==> src/rtl/fetch_stage.sv <==
// Instruction fetch stage: PC register plus IF/ID pipeline latch with stall, redirect and flush.
// Optional macro BRANCH_DELAY_SLOT_EN keeps the word fetched in a redirect cycle as a valid delay slot.
module fetch_stage #(
    parameter logic [14:0] RESET_PC = 15'd0
) (
    input  logic        clk,
    input  logic        rst,
    output logic [14:0] pc,
    input  logic [31:0] insData,
    input  logic        stall,
    input  logic        redirect,
    input  logic [14:0] redirect_target,
    output logic        ifid_valid,
    output logic [31:0] ifid_ins,
    output logic [14:0] ifid_pc,
    output logic [14:0] ifid_pc_plus4,
    output logic        misalign_err
);

    logic [14:0] pc_reg;
    logic        ifid_valid_reg;
    logic [31:0] ifid_ins_reg;
    logic [14:0] ifid_pc_reg;
    logic        misalign_reg;

    always_ff @(posedge clk) begin
        if (rst) begin
            pc_reg         <= RESET_PC;
            ifid_valid_reg <= 1'b0;
            ifid_ins_reg   <= 32'h0000_0000;
            ifid_pc_reg    <= 15'd0;
            misalign_reg   <= 1'b0;
        end else if (redirect) begin
            // Redirect wins over stall; the low address bits are dropped, not trapped
            pc_reg      <= {redirect_target[14:2], 2'b00};
            ifid_pc_reg <= pc_reg;
`ifdef BRANCH_DELAY_SLOT_EN
            ifid_valid_reg <= 1'b1;
            ifid_ins_reg   <= insData;
`else
            ifid_valid_reg <= 1'b0;
            ifid_ins_reg   <= 32'h0000_0000;
`endif
            if (redirect_target[1:0] != 2'b00) begin
                misalign_reg <= 1'b1;
            end
        end else if (!stall) begin
            pc_reg         <= pc_reg + 15'd4;
            ifid_valid_reg <= 1'b1;
            ifid_ins_reg   <= insData;
            ifid_pc_reg    <= pc_reg;
        end
    end

    assign pc            = pc_reg;
    assign ifid_valid    = ifid_valid_reg;
    assign ifid_ins      = ifid_ins_reg;
    assign ifid_pc       = ifid_pc_reg;
    assign ifid_pc_plus4 = ifid_pc_reg + 15'd4;
    assign misalign_err  = misalign_reg;

endmodule

==> config.mk <==
export PLATFORM = sky130hd
export DESIGN_NAME = fetch_stage
export DESIGN_NICKNAME = d
export VERILOG_FILES = /design/src/rtl/fetch_stage.sv
export SDC_FILE = /design/constraint.sdc
export NUM_CORES = 1
export LEC_CHECK = 0
export ABC_AREA = 1
export BUFFER_PORTS_ARGS = -buffer_cell sky130_fd_sc_hd__buf_2
export CORE_MARGIN = 2
export CORE_UTILIZATION = 34
export DETAILED_ROUTE_END_ITERATION = 6
export GPL_TIMING_DRIVEN = 0
export PLACE_DENSITY = 0.6
export SYNTH_ARGS = -nofsm -noshare
export SYNTH_HDL_FRONTEND = slang
export SYNTH_SLANG_ARGS = --single-unit
==> constraint.sdc <==
create_clock -name clk -period 2.89 [get_ports clk]
set_input_delay 0 -clock clk [delete_from_list [all_inputs] [get_ports clk]]
set_output_delay 0 -clock clk [all_outputs]
set_load 0.05 [all_outputs]
==> impl_metrics.json, run 1 <==
{
  "fin_cells": 663,
  "hold_viol_final": 0,
  "fillers": 767,
  "place.gp.congestion": 0.8023,
  "critPathRequiredTime_ns": 2.89,
  "cts_buffers": 9,
  "initial_core_util_pct": 35.27,
  "crit_end": "ifid_pc_plus4[12]",
  "fin_crit_sh_pct": 65.53,
  "internal_power_w": 0.001508,
  "placementRows": 32,
  "worst-path-buf-inv": 1,
  "drtIter0Drc": 69,
  "reg2reg_from": "pc[3]$_SDFFE_PP0P_",
  "setup_violations": 0,
  "startpoint_type": "flop",
  "crit_path_start": "ifid_pc[2]$_SDFFE_PP0P_",
  "cts_resized": 0,
  "largest_reg_flops": 32,
  "wl_per_cell_um": 12.52,
  "r2r_cells": 7,
  "end_kind": "output port",
  "die-area_mm2": 0.008747,
  "period_minus_slack_ns": 1.894,
  "dp_cells": 600,
  "grt_first_pass_wirelength_mm": 13.21,
  "ys.flop_type": "dfxtp_1",
  "pwr_density_cell_mw_per_mm2": 535.9,
  "ys_ff_latch": 60,
  "rrSetupSlack_ns": 1.52,
  "ir_drop_v": 0.0002754,
  "htree_levels": 3,
  "die_y_um": 93.53,
  "clock-sinks": 60,
  "fmax_ghz": 0.5280,
  "grt_start_max_net_pins": 13,
  "path_delay_family": "simple AND/OR/NAND/NOR gates",
  "share_comb_of_total_power_pct": 21.5,
  "crit_path_top_delay_cell": "dfxtp_1",
  "insertion_delay_ns": 0.33,
  "cts_tree": "built",
  "grt_pass1_vias": 2818,
  "drtPass1Iterations": 4,
  "slew_violations": 0,
  "multiInputGateArea_mm2": 0.001287,
  "antenna-diode-count": 0,
  "seqCellArea_mm2": 0.001201,
  "die_w_um": 93.53,
  "ys_warn_count": 0,
  "drtAntennaViolNets": 0,
  "route.detailed.drc": 0,
  "power.share.clock_pct": 38.1,
  "path_clk_slew_ns": 0.07,
  "drive_gt1_share_pct": 31.91,
  "rr_endpoint": "pc[14]$_SDFFE_PP0P_",
  "p_sw_share_pct": 32.64,
  "path_cells": "ha_1 > nand2_1 > nor3b_2 > nand3_1 > xnor2_1 > buf_2",
  "leakage_nw": 1.989,
  "synthArstFlopShare_pct": 0,
  "clock_skew_ns": 0.002560,
  "antenna_found_initial": 0,
  "area_growth_pct": 53.31,
  "hold_class": "in -> reg",
  "netlist_instances": 371,
  "cp_data_arrival_time_ns": 1.89,
  "setup_tns_ns": 0,
  "ioPinCount": 130,
  "rsz0062_at_grt": "false",
  "syn_area_mm2": 0.002725,
  "cts_max_path_buffers": 2,
  "dp_hpwl_mm": 5.788,
  "cpPeakStageDelay_ns": 0.41,
  "ys_seq_area_share_pct": 44.08,
  "overflow": 0,
  "p_sw_w": 0.0007308,
  "via_per_inst": 4.572,
  "crit_fanout": 5,
  "nets": 609,
  "p_seq_share_pct": 40.4,
  "worst-setup-path-type": "reg -> out",
  "cp.depth": 6,
  "yosysUniqueCellTypes": 29,
  "cts-root-buf": "clkbuf_8",
  "grt_usage_pct": 19.29,
  "synth_edf_count": 0,
  "status": "finished, final reports clean",
  "vias": 3031,
  "io_buffers": 122,
  "maxCapViolCount": 0,
  "wl_mm": 8.304,
  "core_mm2": 0.007727,
  "syn_area_per_cell_um2": 7.345
}
## final cells by class
class	instances	area share, %
Buffer	22	3.264
Clock buffer	9	2.965
Clock inverter	7	2.426
Inverter	31	2.845
Multi-Input combinational cell	263	30.82
Sequential cell	60	28.75
Tap cell	102	3.055
Timing Repair Buffer	169	25.88
## Yosys cell counts, types with 6 or more instances
| cell | count | share of area [%] |
|---|---|---|
| nand4_1 | 6 | 1.4 |
| o21ai_0 | 19 | 3.5 |
| nand2_1 | 102 | 14 |
| o21ai_1 | 6 | 1.1 |
| xor2_1 | 10 | 3.2 |
| nor2_1 | 18 | 2.5 |
| buf_2 | 12 | 2.2 |
| buf_4 | 7 | 1.9 |
| nand3_1 | 16 | 2.9 |
| a21oi_1 | 55 | 10 |
| dfxtp_1 | 60 | 44 |
| inv_1 | 26 | 3.6 |
## through the flow
step / hold slack (ns) / instance area [um2] / power (W) / setup slack (ns) / util [%]
floorplan: 0.06907 / 2744 / 0.001234 / 0.6502 / -
global placement: 0.2492 / 3482 / 0.001350 / 1.389 / 45.06
detailed placement: 0.2534 / 3482 / 0.001354 / 1.349 / 45.06
CTS: 0.01183 / 4178 / 0.002258 / 0.9685 / 54.06
global route: 0.02366 / 4178 / 0.002334 / 0.8515 / 54.06
finish: 0.02650 / 4178 / 0.002239 / 0.9961 / 54.06
## repair_timing
| item | CTS | global route |
|---|---|---|
| buffers inserted | 0 | 0 |
| hold buffers | 47 | 0 |
| hold endpoints to repair | 44 | 0 |
| endpoints found under the setup margin | 0 | 0 |
## tightest hold or removal path, stage by stage
cell and delay [ns]:
buf_2 0.14, inv_2 0.11, a21oi_1 0.07
## power by group through the flow
stage / combinational [W] / clock, W / sequential (W)
4_1_cts: 0.000481 / 0.000873 / 0.000904
5_1_grt: 0.000516 / 0.000908 / 0.000910
3_3_place_gp: 0.000429 / 0 / 0.000921
6_report: 0.000482 / 0.000852 / 0.000905
2_1_floorplan: 0.000183 / 0 / 0.00105
3_5_place_dp: 0.000431 / 0 / 0.000923
## how the worst min path moves through the flow
stage                              startpoint                        end  cells past startpoint
after global routing      redirect_target[14]        pc[14]$_SDFFE_PP0P_                      5
after floorplan                           rst  misalign_err$_SDFFE_PP0P_                      1
after global placement             insData[5]   ifid_ins[5]$_SDFFE_PP0N_                      3
final                                redirect         pc[9]$_SDFFE_PP0P_                      3
after CTS                 redirect_target[14]        pc[14]$_SDFFE_PP0P_                      5
after detailed placement          insData[25]  ifid_ins[25]$_SDFFE_PP0N_                      3
## logic make-up (layout without fill, tap and decap cells)
family / after synthesis / count (layout) / share of synthesized area (%)
buffers and inverters: 53 / 238 / 9.366
xor gates and xnor gates: 12 / 12 / 3.857
adders and majority gates: 2 / 2 / 0.9181
AOI/OAI and AO/OA: 84 / 84 / 15.93
and+or+nand+nor: 159 / 159 / 25.71
other: 1 / 6 / 0.1376
DFF: 60 / 60 / 44.08
## layout by cell type (no fill, tap or decap), types with 3 or more instances in the layout
cell and instances:
a21oi_1 55, buf_2 134, buf_4 7, clkbuf_8 9
clkinv_4 3, conb_1 6, dfxtp_1 60, dlygate4sd3_1 47
inv_1 26, inv_2 4, nand2_1 102, nand2_2 4
nand3_1 16, nand4_1 6, nor2_1 18, nor2_2 5
nor2_4 3, o21ai_0 19, o21ai_1 6, xor2_1 10
## routing by layer
layer	global-route usage [%]	part of all wire, %	wire, um	up-vias
met5	0	0	0	-
met4	6.618	1.0	85	0
met3	6.608	8.5	703	9
met2	33.21	47	3902	114
met1	22.23	44	3613	1345
li1	-	-	-	1563
(Power assumes the default switching activity.)
==> inputs of run 2 (changes only) <==
--- a/config.mk
+++ b/config.mk
@@ -5,7 +5,7 @@
 export SDC_FILE = /design/constraint.sdc
 export NUM_CORES = 1
 export LEC_CHECK = 0
-export ABC_AREA = 1
+export ABC_AREA = 0
 export BUFFER_PORTS_ARGS = -buffer_cell sky130_fd_sc_hd__buf_2
 export CORE_MARGIN = 2
 export CORE_UTILIZATION = 34
==> constraint.sdc (replaced) <==
create_clock -name clk -period 1.9 [get_ports clk]
set_input_delay 0 -clock clk [delete_from_list [all_inputs] [get_ports clk]]
set_output_delay 0 -clock clk [all_outputs]
set_load 0.05 [all_outputs]
==> impl_metrics.json, run 2 <==
{
  "status": "finished, final reports clean",
  "drtIter0Drc": 58,
  "crit_path_start": "ifid_pc[9]$_SDFFE_PP0P_",
  "ys_warn_count": 0,
  "r2r_cells": 4,
  "period_minus_slack_ns": 1.768,
  "cts_max_path_buffers": 2,
  "grt_pass1_vias": 2712,
  "fillers": 728,
  "wl_met1_mm": 3.343,
  "via_per_inst": 4.626,
  "hold_class": "in -> reg",
  "path_clk_slew_ns": 0.07,
  "clock_skew_ns": 0.003382,
  "final_cell_mix": "buf_2, dfxtp_1, dlygate4sd3_1, nor2_1, nand2_1",
  "setup_violations": 0,
  "top_layer": "met4",
  "wl_per_cell_um": 13.18,
  "cts-root-buf": "clkbuf_8",
  "ys_seq_area_share_pct": 44.80,
  "crit_end": "ifid_pc_plus4[13]",
  "netlist_instances": 304,
  "cts_tree": "built",
  "dp_cells": 533,
  "route.met2.wl_mm": 3.751,
  "rrSetupSlack_ns": 0.26,
  "crit_fanout": 6,
  "vias": 2743,
  "grt_usage_pct": 18.47,
  "yosysTopAreaCell": "dfxtp_1",
  "ioPinCount": 130,
  "seqCellArea_mm2": 0.001211,
  "maxCapViolCount": 0,
  "cp_data_arrival_time_ns": 1.77,
  "ys_ff_latch": 60,
  "drtAntennaViolNets": 0,
  "worst_pin_slew_ns": 0.5019,
  "core_mm2": 0.007687,
  "drtPass1Iterations": 4,
  "synth_top_area_share_pct": 44.80,
  "hold_viol_final": 0,
  "clock-sinks": 60,
  "antenna-diode-count": 0,
  "antenna_found_initial": 1,
  "nets": 539,
  "yosysUniqueCellTypes": 40,
  "dr_wl_met3_um": 612,
  "route.detailed.drc": 0,
  "multiInputGateArea_mm2": 0.001414,
  "cts_buffers": 9,
  "area_growth_pct": 55.95,
  "cpPeakStageDelay_ns": 0.42,
  "hp-start": "redirect_target[9]",
  "synth_most_common_cell": "dfxtp_1",
  "critPathRequiredTime_ns": 1.90,
  "slew_violations": 0,
  "grt_first_pass_wirelength_mm": 12.66,
  "synthTopCellsByCount": "dfxtp_1, nor2_1, nand2_1",
  "reg2reg_from": "pc[5]$_SDFFE_PP0P_",
  "leakage_nw": 2.025,
  "synth_area_leaders": "dfxtp_1, mux2i_1, nor2_1",
  "slew-limit-headroom_pct": 66.54,
  "layout_commonest_cell": "buf_2",
  "initial_core_util_pct": 34.88,
  "fmax_ghz": 0.5656,
  "fin_cells": 593,
  "grt_start_max_net_pins": 12,
  "htree_levels": 3,
  "drive_gt1_share_pct": 35.64,
  "crit_path_top_delay_cell": "dfxtp_1",
  "place.gp.congestion": 0.7789,
  "wl_mm": 7.818,
  "rr_endpoint": "pc[10]$_SDFFE_PP0P_",
  "pwr_density_cell_mw_per_mm2": 798.1,
  "syn_area_mm2": 0.002681,
  "placementRows": 32,
  "startpoint_type": "flop",
  "dp_hpwl_mm": 5.255,
  "die_w_um": 92.81,
  "die_y_um": 92.81,
  "setup_tns_ns": 0,
  "fin_crit_sh_pct": 93.05,
  "die-area_mm2": 0.008613,
  "largest_reg_flops": 32,
  "ir_drop_v": 0.0004693,
  "synthArstFlopShare_pct": 0,
  "ys.flop_type": "dfxtp_1",
  "syn_area_per_cell_um2": 8.820,
  "end_kind": "output port",
  "rsz0062_at_grt": "false",
  "insertion_delay_ns": 0.34,
  "path_cells": "nand4_1 > buf_4 > nor4_4 > xor2_2 > buf_2",
  "overflow": 0,
  "worst-setup-path-type": "reg -> out",
  "synth_edf_count": 0,
  "io_buffers": 122
}
run 2: changes by cell type in the layout (fill, tap and decap cells not counted), sizes merged, moves of 6 or more:
cell and change:
nor2 +16, clkbuf +12, xnor2 +6, a21oi -37, mux2i +32, inv -22
o21ai -19, buf -8, nand2 -67, nand3 -10
run 2: worst min path at each step:
stage                                end  slack [ns]  cells past startpoint
3_3_place_gp   ifid_ins[31]$_SDFFE_PP0N_        0.23                      3
3_5_place_dp   ifid_ins[24]$_SDFFE_PP0N_        0.24                      3
2_1_floorplan         pc[2]$_SDFFE_PP0P_        0.14                      2
5_1_grt               pc[9]$_SDFFE_PP0P_        0.01                      3
4_1_cts               pc[9]$_SDFFE_PP0P_        0.01                      3
6_report              pc[9]$_SDFFE_PP0P_       0.009                      3
run 2: stage by stage:
| step | area [um2] | util (%) | hold slack, ns | total power [W] | setup WS (ns) |
|---|---|---|---|---|---|
| after global routing | 4182 | 54.39 | 0.009851 | 0.003472 | 0.02465 |
| after detailed placement | 3476 | 45.21 | 0.2354 | 0.002030 | 0.1670 |
| after global placement | 3476 | 45.21 | 0.2280 | 0.002023 | 0.2148 |
| final | 4182 | 54.39 | 0.009449 | 0.003337 | 0.1321 |
| after floorplan | 2738 | - | 0.1371 | 0.001863 | -0.1295 |
| after CTS | 4150 | 53.99 | 0.01124 | 0.003347 | -0.002994 |
run 2: cell families after synthesis:
group                    after synthesis  share of synthesized area [%]
AND/OR/NAND/NOR                      119                          21.19
flip-flops                            60                          44.80
AO/OA/AOI/OAI                         39                          8.960
multiplexers                          34                          12.79
buffers and inverters                 33                          5.973
XOR/XNOR                              16                          5.227
adder cells (fa/ha/maj)                2                         0.9331
other                                  1                         0.1399
run 2: power by group:
part	total (W)	internal, W	switching [W]
clock network	0.00126	0.000733	0.000527
logic	0.000694	0.000243	0.000452
registers	0.00138	0.00132	0.0000656
run 2: area by class of cell:
class                   count  area share, %
plain buffers              24          3.022
repair buffers            166          25.19
multi-input cells         216          33.81
flip-flops and latches     60          28.96
well taps                 102          3.052
clock buffers               9          2.962
inverters                   9         0.8079
clock inverters             7          2.184
run 2: metal layers:
layer	global-route usage [%]	vias up
met5	0	-
met4	6.250	0
met3	5.777	11
met2	32.79	102
met1	20.85	1241
li1	-	1389
run 2: critical path: cells and delay by family, from the launching register on:
family / cells / cell delay (ns)
buf+inv: 2 / 0.45
flops: 1 / 0.42
simple gates: 2 / 0.42
xor+xnor: 1 / 0.14
run 2: what timing repair did:
action | in CTS | in global routing
endpoints found under the hold margin | 42 | 0
pin swaps | 0 | 1
gates resized for setup | 5 | 7
setup buffers | 0 | 1
hold buffers | 43 | 0
endpoints found under the setup margin | 1 | 7
